**src/rtl/id_ex_stage.sv**
```systemverilog
// id_ex_stage: ID/EX pipeline register with load-use bubbles and flush handling.
// In: id_* bundle, flush, hold. Out: ex_* bundle, load_use_stall, bubble_cnt.
module id_ex_stage #(
  parameter int XLEN  = 32,
  parameter int RA_W  = 5,
  parameter int CNT_W = 16
) (
  input  logic             clk,
  input  logic             rstn,
  input  logic             id_valid,
  input  logic [12:0]      id_ctrl,
  input  logic             id_use_rs1,
  input  logic             id_use_rs2,
  input  logic [XLEN-1:0]  id_pc,
  input  logic [XLEN-1:0]  id_rs1_data,
  input  logic [XLEN-1:0]  id_rs2_data,
  input  logic [XLEN-1:0]  id_imm,
  input  logic [RA_W-1:0]  id_rs1,
  input  logic [RA_W-1:0]  id_rs2,
  input  logic [RA_W-1:0]  id_rd,
  input  logic [3:0]       id_func,
  input  logic             flush,
  input  logic             hold,
  output logic             ex_valid,
  output logic [12:0]      ex_ctrl,
  output logic [XLEN-1:0]  ex_pc,
  output logic [XLEN-1:0]  ex_rs1_data,
  output logic [XLEN-1:0]  ex_rs2_data,
  output logic [XLEN-1:0]  ex_imm,
  output logic [RA_W-1:0]  ex_rs1,
  output logic [RA_W-1:0]  ex_rs2,
  output logic [RA_W-1:0]  ex_rd,
  output logic [3:0]       ex_func,
  output logic             load_use_stall,
  output logic [CNT_W-1:0] bubble_cnt
);

  localparam logic [12:0] BUBBLE = 13'h0380;
  localparam int MEM_RD_BIT = 11;

  logic pend_flush;
  logic kill;
  logic rs1_hit;
  logic rs2_hit;
  logic do_hold;
  logic do_flush;
  logic do_stall;
  logic do_cap;
  logic cnt_sat;

  // A flush seen during hold is remembered and applied on release.
  assign kill = flush | pend_flush;

  assign rs1_hit = id_use_rs1 & (ex_rd == id_rs1);
  assign rs2_hit = id_use_rs2 & (ex_rd == id_rs2);

  assign load_use_stall = id_valid & ex_valid
                        & ex_ctrl[MEM_RD_BIT]
                        & (ex_rd != '0)
                        & (rs1_hit | rs2_hit)
                        & ~kill;

  assign do_hold  = hold;
  assign do_flush = ~hold & kill;
  assign do_stall = ~hold & load_use_stall;
  assign do_cap   = ~hold & ~kill
                  & ~load_use_stall;

  assign cnt_sat = &bubble_cnt;

  always_ff @(posedge clk or negedge rstn) begin
    if (!rstn) begin
      ex_valid    <= 1'b0;
      ex_ctrl     <= BUBBLE;
      ex_pc       <= '0;
      ex_rs1_data <= '0;
      ex_rs2_data <= '0;
      ex_imm      <= '0;
      ex_rs1      <= '0;
      ex_rs2      <= '0;
      ex_rd       <= '0;
      ex_func     <= '0;
      pend_flush  <= 1'b0;
    end else begin
      unique case (1'b1)
        do_hold: begin
          if (flush) pend_flush <= 1'b1;
        end
        do_flush, do_stall: begin
          ex_valid    <= 1'b0;
          ex_ctrl     <= BUBBLE;
          ex_pc       <= '0;
          ex_rs1_data <= '0;
          ex_rs2_data <= '0;
          ex_imm      <= '0;
          ex_rs1      <= '0;
          ex_rs2      <= '0;
          ex_rd       <= '0;
          ex_func     <= '0;
          pend_flush  <= 1'b0;
        end
        do_cap: begin
          ex_valid    <= id_valid;
          ex_ctrl     <= id_valid ? id_ctrl : BUBBLE;
          ex_pc       <= id_pc;
          ex_rs1_data <= id_rs1_data;
          ex_rs2_data <= id_rs2_data;
          ex_imm      <= id_imm;
          ex_rs1      <= id_rs1;
          ex_rs2      <= id_rs2;
          ex_rd       <= id_rd;
          ex_func     <= id_func;
        end
        default: ;
      endcase
    end
  end

  always_ff @(posedge clk or negedge rstn) begin
    if (!rstn) begin
      bubble_cnt <= '0;
    end else if ((do_flush | do_stall) && !cnt_sat) begin
      bubble_cnt <= bubble_cnt + 1'b1;
    end
  end

endmodule

```
**config.mk**
```make
export PLATFORM = sky130hd
export DESIGN_NAME = id_ex_stage
export DESIGN_NICKNAME = d
export VERILOG_FILES = /design/src/rtl/id_ex_stage.sv
export SDC_FILE = /design/constraint.sdc
export NUM_CORES = 1
export LEC_CHECK = 0
export ABC_AREA = 1
export CORE_AREA = 2 2 134 136
export CTS_CLUSTER_SIZE = 8
export DETAILED_ROUTE_END_ITERATION = 10
export DIE_AREA = 0 0 136 138
export GPL_ROUTABILITY_DRIVEN = 0
export PLACE_DENSITY = 0.81
export SLEW_MARGIN = 25
export SYNTH_ARGS = -nofsm -noshare
export SYNTH_HDL_FRONTEND = slang
export SYNTH_SLANG_ARGS = --single-unit
```
**constraint.sdc**
```tcl
create_clock -name clk -period 2.73 [get_ports clk]
set_input_delay 0.273 -clock clk [delete_from_list [all_inputs] [get_ports clk]]
set_output_delay 0.273 -clock clk [all_outputs]
set_load 0.02 [all_outputs]
```
==> impl_metrics.tcl <==
set metrics [dict create \
    ys_types 28 \
    maxCapViolCount 0 \
    whs_endpoint "ex_imm[13]" \
    slew_violations 0 \
    die_y_um 138 \
    synth_edf_count 0 \
    antenna_found_initial 0 \
    syn_to_final_growth_pct 54.33 \
    syn_area_per_cell_um2 8.497 \
    fmax_mhz 397.8 \
    yosys.area_share.simple_pct 34.68 \
    crit_chain "inv_2, nand2_1, nand2_1, nor2_1, nand3_1, nand2_2, nand3_4, inv_1, clkdlybuf4s50_1" \
    cts_buffer_depth 2 \
    num_rows 49 \
    comb_power_share_pct 20.7 \
    worst_slack_ns 0.2161 \
    power_density_nw_per_um2 565.7 \
    grt_pass1_wl_um 38930 \
    min_period_over_period_pct 92.09 \
    p_int_mw 4.790 \
    cts_setup_buffers 0 \
    worstHoldPathType "input pin to register" \
    grt_pass1_vias 7379 \
    drcViolationCount 0 \
    via_per_inst 5.050 \
    firstDrtPassIters 5 \
    dieWidth_um 136 \
    crit_family "buffers and inverters" \
    status "finished, final reports clean" \
    power_frac_seq_pct 44.8 \
    final_hold_viol_count 0 \
    cts_tree "done" \
    clk_pin_slew_ns 0.06 \
    synth_flop_cell "dfrtp_1" \
    critPathKind "register to primary output" \
    r2r-start "ex_rd[2]" \
    r2r_end "ex_rs1_data[4]" \
    arrival_ns 2.24 \
    synth_compound_area_share_pct 0.5242 \
    synth_xor_area_share_pct 1.491 \
    fillCellCount 1431 \
    place_area_um2 11220 \
    end_kind "primary output" \
    dp_hpwl_um 17140 \
    r2r_cells 8 \
    wl_per_cell_um 16.85 \
    synth-seq-area-share_pct 58.36 \
    dieArea_um2 18770 \
    nets 1385 \
    layout_commonest_cell "nand2_1" \
    setup_viol 0 \
    fin_setup_tns_ns 0 \
    numPortBuffers 344 \
    p_clk_share_pct 34.6 \
    synth-adder-area-share_pct 0.1638 \
    htreeDepth 4 \
    path_max_fanout 5 \
    p_sw_share_pct 28.18 \
    crit_path_start_kind "register" \
    ys_warn_count 0 \
    cts-root-buf "clkbuf_16" \
    cts_resized 0 \
    synthesis.nets 1067 \
    power_switching_mw 1.879 \
    hold_slack_ns 0.2275 \
    grt_max_degree 162 \
    vias 7368 \
    cp_slowest_cell "clkdlybuf4s50_1" \
    synth_mux_area_share_pct 0 \
    cpPeakStageDelay_ns 0.66 \
    wl_um 24590 \
    path_common_cell "nand2_1" \
    skew_ns 0.009801 \
    layout_common_cells "390 x nand2_1, 342 x clkdlybuf4s50_1, 176 x nand3_1, 175 x dfrtp_1, 23 x inv_1" \
    synth_top_family_by_area "simple AND/OR/NAND/NOR gates" \
    whs_path_depth 3 \
    pre_cts_ws_ns 0.2754 \
    ys_seq_elements 178 \
    max_slew_margin_pct 38.45 \
    numCtsBuffers 17 \
    p_leak_nw 5.774 \
    rrSetupSlack_ns 0.68 \
    drive_gt1_share_pct 5.122 \
    overflow 0 \
    postSynth.asyncResetShare_pct 100.0 \
    worst_slew_pin_slew_ns 0.9232 \
    start_util_pct 43.56 \
    cts.sinks 178 \
    gr-usage-all-layers_pct 26.28 \
    clkLatencyLatePin_ns 0.42 \
    ios 345 \
    worstHoldStart "hold" \
    drtIter0Drc 437 \
    period_needed_ns 2.514 \
    rsz0062_at_grt "false" \
    design_area_um2 11790 \
    antenna_cells 0 \
    synth_area_um2 7639 \
    drtAntennaViolNets 0 \
    cp_num_buf_inv 3 \
    synthCells 899 \
    core_area_um2 17530 \
    cp.required_ns 2.46 \
    max-vdd-ir-drop_mv 0.4204 \
]
## how the worst max path moves through the flow
stage | from | end | slack (ns) | depth (start not counted)
after detailed placement | id_rs1[4] | load_use_stall | 0.28 | 10
after floorplan | bubble_cnt[0] | bubble_cnt[12] | 0.99 | 10
after CTS | ex_rd[4] | load_use_stall | 0.16 | 9
after global routing | ex_rd[4] | load_use_stall | 0.01 | 9
final | ex_rd[4] | load_use_stall | 0.22 | 9
after global placement | id_rs1[4] | load_use_stall | 0.30 | 10
## tightest hold or removal path: cells and delay by family
| family | cells | cell delay, ns |
|---|---|---|
| buffers and inverters | 1 | 0.20 |
| and+or+nand+nor | 2 | 0.12 |
## kinds of logic (layout without fill, tap and decap cells)
kind of cell / Yosys count / count (layout)
AOI/OAI and AO/OA: 8 / 8
adders and majority gates: 1 / 1
and+or+nand+nor: 616 / 616
DFF: 178 / 178
xor gates and xnor gates: 13 / 13
buffers and inverters: 83 / 414
## layout make-up
| class | count | area (um2) | share of cell area, % |
|---|---|---|---|
| well taps | 229 | 286.5 | 2.430 |
| clock buffers | 23 | 488.0 | 4.139 |
| flip-flops and latches | 178 | 4458 | 37.82 |
| repair buffers | 355 | 3565 | 30.24 |
| inverters | 27 | 101.3 | 0.8597 |
| multi-input cells | 638 | 2821 | 23.93 |
| clock inverters | 9 | 68.82 | 0.5837 |
## sequential cells by signal, summed over array words and instances, names as in the netlist
name and count:
ex_valid 1, pend_flush 1, ex_func 4, ex_pc 32, ex_rs1 5, ex_rs1_data 32, ex_imm 32, ex_rs2 5
ex_rd 5, ex_ctrl 13, bubble_cnt 16, ex_rs2_data 32
## per-stage QoR
step / util [%] / cells / power, mW
floorplan: - / 899 / 3.581
global placement: 64.00 / 1426 / 4.390
detailed placement: 64.00 / 1426 / 4.418
CTS: 67.23 / 1459 / 6.723
global route: 67.23 / 1459 / 6.956
finish: 67.23 / 1459 / 6.669
## synthesized netlist by cell type (2+ instances only)
library cell | count | area share (%)
buf_2 | 25 | 1.6
buf_4 | 2 | 0.20
buf_6 | 2 | 0.29
clkbuf_1 | 27 | 1.3
dfrtp_1 | 175 | 57
dfstp_2 | 3 | 1.0
inv_1 | 23 | 1.1
inv_2 | 4 | 0.20
nand2_1 | 390 | 19
nand2_2 | 2 | 0.16
nand3_1 | 176 | 12
nand3b_1 | 9 | 0.88
nand4_1 | 3 | 0.25
nor2_1 | 22 | 1.1
nor2_2 | 2 | 0.16
nor3_1 | 2 | 0.13
nor3_2 | 2 | 0.26
o21ai_0 | 7 | 0.46
or2_2 | 3 | 0.25
xnor2_1 | 7 | 0.80
xor2_1 | 6 | 0.69
## power groups by stage
stage / Sequential (mW) / Clock (mW) / Combinational (mW)
finish: 2.99 / 2.31 / 1.38
global route: 3.01 / 2.46 / 1.49
CTS: 2.98 / 2.34 / 1.39
detailed placement: 3.03 / 0 / 1.39
global placement: 3.02 / 0 / 1.37
floorplan: 3.26 / 0 / 0.323
## per-layer routing
metal | vias up | share of wire (%) | GRT usage, %
met5 | - | 0 | 0
met2 | 306 | 49 | 44.01
met1 | 3515 | 39 | 31.85
li1 | 3494 | - | -
met3 | 53 | 8.4 | 7.297
met4 | 0 | 3.4 | 10.75
## timing repair
action | CTS | global route
hold endpoints to repair | 50 | 0
endpoints found under the setup margin | 0 | 0
hold buffers | 1 | 0
(Power assumes the default switching activity.)
